**config.mk**
```make
export PLATFORM = sky130hd
export DESIGN_NAME = mc_ctrl
export DESIGN_NICKNAME = d
export VERILOG_FILES = /design/src/rtl/mc_ctrl_pkg.sv /design/src/rtl/mc_ctrl_aludec.sv /design/src/rtl/mc_ctrl.sv
export SDC_FILE = /design/constraint.sdc
export NUM_CORES = 1
export LEC_CHECK = 0
export ABC_CLOCK_PERIOD_IN_PS = 4710
export CORE_UTILIZATION = 35
export CTS_CLUSTER_DIAMETER = 60
export DETAILED_ROUTE_END_ITERATION = 10
export DONT_BUFFER_PORTS = 1
export PLACE_DENSITY = 0.61
export SETUP_SLACK_MARGIN = 0.5
export SLEW_MARGIN = 30
export SYNTH_ARGS = -nofsm -noshare
export SYNTH_HDL_FRONTEND = slang
export SYNTH_SLANG_ARGS = --single-unit
```
**constraint.sdc**
```tcl
create_clock -name clk -period 4.71 [get_ports clk]
set_input_delay 1.1775 -clock clk [delete_from_list [all_inputs] [get_ports clk]]
set_output_delay 1.1775 -clock clk [all_outputs]
set_load 0.03 [all_outputs]
```
**src/rtl/mc_ctrl_pkg.sv**
```systemverilog
// Shared types and encodings for the multicycle MIPS controller.
// MC_CTRL_JAL_EN adds the JALEX state and jal decoding.
package mc_ctrl_pkg;

  typedef enum logic [3:0] {
    FETCH, DECODE, MEMADR, MEMRD, MEMWB, MEMWR, RTYPEEX, RTYPEWB,
    BEQEX, BNEEX, IEX, IWB, JEX,
`ifdef MC_CTRL_JAL_EN
    JALEX,
`endif
    TRAP
  } state_t;

  localparam logic [5:0] RTYPE = 6'b000000;
  localparam logic [5:0] J     = 6'b000010;
  localparam logic [5:0] JAL   = 6'b000011;
  localparam logic [5:0] BEQ   = 6'b000100;
  localparam logic [5:0] BNE   = 6'b000101;
  localparam logic [5:0] ADDI  = 6'b001000;
  localparam logic [5:0] SLTI  = 6'b001010;
  localparam logic [5:0] ANDI  = 6'b001100;
  localparam logic [5:0] ORI   = 6'b001101;
  localparam logic [5:0] LW    = 6'b100011;
  localparam logic [5:0] SW    = 6'b101011;

  localparam logic [5:0] F_ADD = 6'b100000;
  localparam logic [5:0] F_SUB = 6'b100010;
  localparam logic [5:0] F_AND = 6'b100100;
  localparam logic [5:0] F_OR  = 6'b100101;
  localparam logic [5:0] F_SLT = 6'b101010;

  localparam logic [3:0] ALU_ADD = 4'b0000;
  localparam logic [3:0] ALU_SUB = 4'b0010;
  localparam logic [3:0] ALU_AND = 4'b0100;
  localparam logic [3:0] ALU_OR  = 4'b0101;
  localparam logic [3:0] ALU_SLT = 4'b1010;

  localparam logic [1:0] ALUOP_ADD   = 2'b00;
  localparam logic [1:0] ALUOP_SUB   = 2'b01;
  localparam logic [1:0] ALUOP_FUNCT = 2'b10;
  localparam logic [1:0] ALUOP_IMM   = 2'b11;

  localparam logic [1:0] RD_RT  = 2'b00;
  localparam logic [1:0] RD_RD  = 2'b01;
  localparam logic [1:0] RD_R31 = 2'b10;

  localparam logic [1:0] WD_ALUOUT = 2'b00;
  localparam logic [1:0] WD_DATA   = 2'b01;
  localparam logic [1:0] WD_PC     = 2'b10;

  localparam logic [1:0] SB_REG   = 2'b00;
  localparam logic [1:0] SB_FOUR  = 2'b01;
  localparam logic [1:0] SB_IMM   = 2'b10;
  localparam logic [1:0] SB_BROFF = 2'b11;

  localparam logic [1:0] PC_ALU    = 2'b00;
  localparam logic [1:0] PC_ALUOUT = 2'b01;
  localparam logic [1:0] PC_JUMP   = 2'b10;

endpackage

```
**src/rtl/mc_ctrl_aludec.sv**
```systemverilog
// ALU decoder: maps aluop plus funct/op to an alucontrol code and flags
// encodings the datapath cannot execute.
module mc_aludec
  import mc_ctrl_pkg::*;
(
  input  logic [1:0] aluop,
  input  logic [5:0] op,
  input  logic [5:0] funct,
  output logic [3:0] alucontrol,
  output logic       invalid
);

  always_comb begin
    alucontrol = ALU_ADD;
    invalid    = 1'b0;
    case (aluop)
      ALUOP_ADD: alucontrol = ALU_ADD;
      ALUOP_SUB: alucontrol = ALU_SUB;
      ALUOP_FUNCT:
        case (funct)
          F_ADD:   alucontrol = ALU_ADD;
          F_SUB:   alucontrol = ALU_SUB;
          F_AND:   alucontrol = ALU_AND;
          F_OR:    alucontrol = ALU_OR;
          F_SLT:   alucontrol = ALU_SLT;
          default: invalid    = 1'b1;
        endcase
      default:
        case (op)
          ADDI:    alucontrol = ALU_ADD;
          ANDI:    alucontrol = ALU_AND;
          ORI:     alucontrol = ALU_OR;
          SLTI:    alucontrol = ALU_SLT;
          default: invalid    = 1'b1;
        endcase
    endcase
  end

endmodule

```
**src/rtl/mc_ctrl.sv**
```systemverilog
// Multicycle MIPS control FSM with memory wait-state timeout and sticky trap.
// Define MC_CTRL_JAL_EN to build jal support (JALEX state).
module mc_ctrl
  import mc_ctrl_pkg::*;
#(
  parameter int ALUCTRL_W = 4,
  parameter int MAX_WAIT  = 15,
  parameter int WAIT_W    = 4
) (
  input  logic                 clk,
  input  logic                 reset,
  input  logic [5:0]           op,
  input  logic [5:0]           funct,
  input  logic                 zero,
  input  logic                 mem_ready,
  output logic                 pcen,
  output logic                 irwrite,
  output logic                 regwrite,
  output logic                 memwrite,
  output logic                 alusrca,
  output logic                 iord,
  output logic                 extop,
  output logic [1:0]           regdst,
  output logic [1:0]           wdsel,
  output logic [1:0]           alusrcb,
  output logic [1:0]           pcsrc,
  output logic [ALUCTRL_W-1:0] alucontrol,
  output logic                 halted,
  output logic                 illegal,
  output logic                 memerr
);

  state_t              state, wait_next;
  logic   [WAIT_W-1:0] wcnt;
  logic   [1:0]        aluop;
  logic   [3:0]        alu_ctl;
  logic                alu_invalid;
  logic                timeout;

  mc_aludec u_aludec (
    .aluop      (aluop),
    .op         (op),
    .funct      (funct),
    .alucontrol (alu_ctl),
    .invalid    (alu_invalid)
  );

  assign alucontrol = ALUCTRL_W'(alu_ctl);

  always_comb begin
    timeout = (MAX_WAIT != 0) && !mem_ready && (wcnt == WAIT_W'(MAX_WAIT));
    case (state)
      FETCH:   wait_next = DECODE;
      MEMRD:   wait_next = MEMWB;
      default: wait_next = FETCH;
    endcase
  end

  // Counter defaults to clear; it only survives a stalled memory cycle.
  always_ff @(posedge clk or posedge reset) begin
    if (reset) begin
      state   <= FETCH;
      wcnt    <= '0;
      halted  <= 1'b0;
      illegal <= 1'b0;
      memerr  <= 1'b0;
    end else begin
      wcnt <= '0;
      case (state)
        FETCH, MEMRD, MEMWR:
          if (mem_ready) state <= wait_next;
          else if (timeout) begin
            state  <= TRAP;
            memerr <= 1'b1;
            halted <= 1'b1;
          end else wcnt <= wcnt + 1'b1;
        DECODE:
          case (op)
            LW, SW:                state <= MEMADR;
            RTYPE:                 state <= RTYPEEX;
            BEQ:                   state <= BEQEX;
            BNE:                   state <= BNEEX;
            ADDI, ANDI, ORI, SLTI: state <= IEX;
            J:                     state <= JEX;
`ifdef MC_CTRL_JAL_EN
            JAL:                   state <= JALEX;
`endif
            default: begin
              state   <= TRAP;
              illegal <= 1'b1;
              halted  <= 1'b1;
            end
          endcase
        MEMADR: state <= (op == SW) ? MEMWR : MEMRD;
        RTYPEEX:
          if (alu_invalid) begin
            state   <= TRAP;
            illegal <= 1'b1;
            halted  <= 1'b1;
          end else state <= RTYPEWB;
        IEX:  state <= IWB;
        TRAP: state <= TRAP;
        default: state <= FETCH;
      endcase
    end
  end

  always_comb begin
    pcen     = 1'b0;
    irwrite  = 1'b0;
    regwrite = 1'b0;
    memwrite = 1'b0;
    alusrca  = 1'b0;
    iord     = 1'b0;
    extop    = 1'b0;
    regdst   = RD_RT;
    wdsel    = WD_ALUOUT;
    alusrcb  = SB_REG;
    pcsrc    = PC_ALU;
    aluop    = ALUOP_ADD;
    if (!reset) begin
      case (state)
        FETCH: begin
          alusrcb = SB_FOUR;
          irwrite = mem_ready;
          pcen    = mem_ready;
        end
        DECODE:  alusrcb = SB_BROFF;
        MEMADR: begin
          alusrca = 1'b1;
          alusrcb = SB_IMM;
        end
        MEMRD:   iord = 1'b1;
        MEMWB: begin
          wdsel    = WD_DATA;
          regwrite = 1'b1;
        end
        MEMWR: begin
          iord     = 1'b1;
          memwrite = 1'b1;
        end
        RTYPEEX: begin
          alusrca = 1'b1;
          aluop   = ALUOP_FUNCT;
        end
        RTYPEWB: begin
          regdst   = RD_RD;
          regwrite = 1'b1;
        end
        BEQEX, BNEEX: begin
          alusrca = 1'b1;
          aluop   = ALUOP_SUB;
          pcsrc   = PC_ALUOUT;
          pcen    = (state == BEQEX) ? zero : !zero;
        end
        IEX: begin
          alusrca = 1'b1;
          alusrcb = SB_IMM;
          aluop   = ALUOP_IMM;
          extop   = (op == ANDI) || (op == ORI);
        end
        IWB:     regwrite = 1'b1;
        JEX: begin
          pcsrc = PC_JUMP;
          pcen  = 1'b1;
        end
`ifdef MC_CTRL_JAL_EN
        JALEX: begin
          pcsrc    = PC_JUMP;
          pcen     = 1'b1;
          regwrite = 1'b1;
          regdst   = RD_R31;
          wdsel    = WD_PC;
        end
`endif
        default: ;
      endcase
    end
  end

endmodule

```
==> summary.md <==
| Metric | Value |
|---|---|
| CP Launch Type | `input pin` |
| Cts-stage hold buffer count | `0` |
| Tcrit/Tclk final | `roughly four fifths` |
| Post-DP HPWL | `roughly 2.2 mm` |
| Library cells used by synthesis | `54` |
| EDFF count, synth | `0` |
| Nets@finish | `170` |
| IO Count | `38` |
| Fin cells | `slightly below 200` |
| R2R setup slack | `about 2.8 ns` |
| Grt total ovfl | `0` |
| First-pass DRT Iterations | `4` |
| Post-CTS Setup Inserts | `0` |
| # Max-Cap Violations | `0` |
| Net Switching | `between 0.3 and 0.4 mW` |
| Setup violation total in the final timing report | `0` |
| Synth Register Bits | `11` |
| Clk network pwr share | `just over 9%` |
| Global-route usage over all layers | `16.7%` |
| Worst-path clk slew | `0.06 ns` |
| Vias | `1,102` |
| CTS Root Cell | `clkbuf_4` |
| Min-delay worst type | `flip-flop to flip-flop` |
| Clk_lat worst skew | `0.26 ns` |
| Net Sw Frac | `52.2%` |
| CTS Buffer Depth | `2` |
| Initial DRC count | `46` |
| Core area | `3340 um^2` |
| RePlAce Congestion | `0.852` |
| DIE WIDTH | `a little over 60 um` |
| Clk sinks | `11` |
| Fmax | `0.269 GHz` |
| Slew @ Worst Pin | `0.904 ns` |
| Async S/R FF share, synth | `100%` |
| Hold Fails Final Rpt | `0` |
| Synth Flop Type | `dfrtp_1` |
| WP data arrival | `2.54 ns` |
| Antenna diode count | `0` |
| DRC errors left | `0` |
| Status | `finished, final reports clean` |
| Die Area | `3740 um^2` |
| WL/cell | `14.5 um` |
| Initial core utilization | `36.7%` |
| Mapped Area | `between 1000 and 1500 um^2` |
| Post-CTS resize count | `0` |
| Num CTS Buffers | `3` |
| Die Span Y | `61.2 um` |
| Pwr Density | `about 520 nW/um^2` |
| First-pass GRT wire length | `4.76 mm` |
| Setup Skew | `0.000163 ns` |
| Routed WL | `roughly 2.9 mm` |
| Slew Limit Fails | `0` |
| Port Buf Inserts | `0` |
| P&R area growth vs syn | `3.67%` |
| Number of global-route vias before repair | `1,036` |
| Yosys warns | `0` |
| Flop pwr share | `30.1%` |
| RSZ-0062 raised after global routing | `no` |
| Crit Path Category | `input pin to primary output` |
| Logic gate share of total power | `60.7%` |
| Required time worst endpoint | `around 3.5 ns` |
| Worst VDD drop | `130 uV` |
| Syn Area/Cell | `8.07 um^2` |
| Post-layout min period | `3.72 ns` |
| Largest net degree at the start of global routing | `20` |
| Register area share after synthesis | `22.4%` |
| Share of cells above drive strength 1 | `a little under a fifth` |
| CP endpoint kind | `primary output` |
| Cells after DPL | `194` |
| H-tree depth | `1` |
| Internal | `~0.31 mW` |
| Post-route ant nets | `0` |
| Setup Total Neg Slack | `0 ns` |
| CP max FO | `9` |
| CTS tree | `done` |
| Slew margin rel. | `39.3%` |
| Via-to-Cell Ratio | `5.57` |
| Number of core rows | `21` |
| Leak Pwr | `0.542 nW` |
| Post-synthesis instance total | `152` |
| Initial antenna violation count | `0` |
metrics by stage:
stage | utilization [%] | setup slack, ns | instance area [um^2] | total power, mW | hold slack [ns]
3_3_place_gp | 37.3 | 1.10 | 1240 | 0.591 | 0.449
5_1_grt | 38.1 | 0.923 | 1270 | 0.712 | 0.486
3_5_place_dp | 37.3 | 1.02 | 1240 | 0.602 | 0.459
6_report | 38.1 | 0.991 | 1270 | 0.659 | 0.460
4_1_cts | 38.1 | 1.03 | 1270 | 0.664 | 0.467
2_1_floorplan | - | 0.815 | 1230 | 0.556 | 0.429
placed cells by master, fill, tap and decap left out, drive strengths merged, types with 2 or more instances in the layout:
master / n
nor2b: 3
o31ai: 2
a22oi: 4
or2: 3
xor2: 2
nor4: 2
dfrtp: 11
o21a: 3
xnor2: 3
nand2b: 6
a211o: 3
and3: 2
a21oi: 8
o21ai: 6
inv: 4
clkbuf: 4
nor3: 9
o22ai: 3
nand2: 10
o21bai: 2
a21o: 3
nor2: 23
buf: 7
nand3: 9
conb: 2
nor4b: 2
critical path: stages:
cell     delay (ns)
nor2_1         0.22
nand3_1        0.20
nor4b_4        0.58
nand2_1        0.10
nand2_1        0.26
registers in the layout, summed over array words and instances, names as in the netlist:
| signal | flops |
|---|---|
| state | 4 |
| wcnt | 4 |
| halted | 1 |
| illegal | 1 |
| memerr | 1 |
cells by family after synthesis:
kind of cell | share of synthesized area, %
AND/OR/NAND/NOR | 36.8
AO/OA/AOI/OAI | 25.3
buffers and inverters | 8.98
flip-flops | 22.4
XOR/XNOR | 4.18
adder cells (fa/ha/maj) | 1.02
other | 0.306
multiplexers | 0.918
per-layer routing:
layer  part of all wire, %  GRT usage, %
met5                     0             0
met4                  0.84          5.84
met3                   4.4          2.52
met1                    43          22.4
met2                    52          27.3
cell usage after synthesis (2+ instances only):
library cell / number / area, um^2
nor2_1: 23 / 86.3
inv_1: 4 / 15.0
xnor2_1: 2 / 17.5
or2_2: 2 / 12.5
a21o_1: 3 / 22.5
xor2_1: 2 / 17.5
a22oi_2: 2 / 25.0
nand2b_1: 5 / 31.3
o21a_1: 3 / 22.5
a211o_1: 3 / 26.3
a21oi_1: 8 / 40.0
nor3_2: 2 / 20.0
o21ai_0: 5 / 25.0
nor3_1: 7 / 35.0
o22ai_1: 3 / 18.8
buf_6: 4 / 45.0
nor4_1: 2 / 12.5
buf_4: 4 / 30.0
dfrtp_1: 11 / 275
nor4b_4: 2 / 47.6
buf_2: 4 / 20.0
nand3_1: 9 / 45.0
nand2_1: 10 / 37.5
o21bai_1: 2 / 15.0
final timing paths:
path	to	cells after the start	startpoint
min in group asynchronous	state[1]$_DFFE_PP0P_	1	reset
worst max register to register	state[3]$_DFFE_PP0P_	5	state[1]$_DFFE_PP0P_
worst max-delay path	alucontrol[0]	5	reset
max in group asynchronous	memerr$_DFFE_PP0P_	1	reset
worst min-delay path	wcnt[0]$_DFF_PP0_	1	wcnt[0]$_DFF_PP0_
worst min register to register	wcnt[0]$_DFF_PP0_	1	wcnt[0]$_DFF_PP0_
power by group through the flow:
| stage | registers (mW) | clock network, mW | logic [mW] |
|---|---|---|---|
| 6_report | 0.198 | 0.0605 | 0.400 |
| 5_1_grt | 0.208 | 0.0683 | 0.436 |
| 4_1_cts | 0.199 | 0.0641 | 0.401 |
| 3_5_place_dp | 0.202 | 0 | 0.400 |
| 3_3_place_gp | 0.198 | 0 | 0.393 |
| 2_1_floorplan | 0.123 | 0 | 0.433 |
area by class of cell:
class | instances | area (um^2)
inverter | 4 | 15.0
clock buffer | 4 | 26.3
tap | 46 | 57.6
sequential | 11 | 275
fill | 358 | 2070
multi-input combinational | 126 | 845
timing repair buffer | 7 | 52.6
Power figures use the tool's default switching activity.
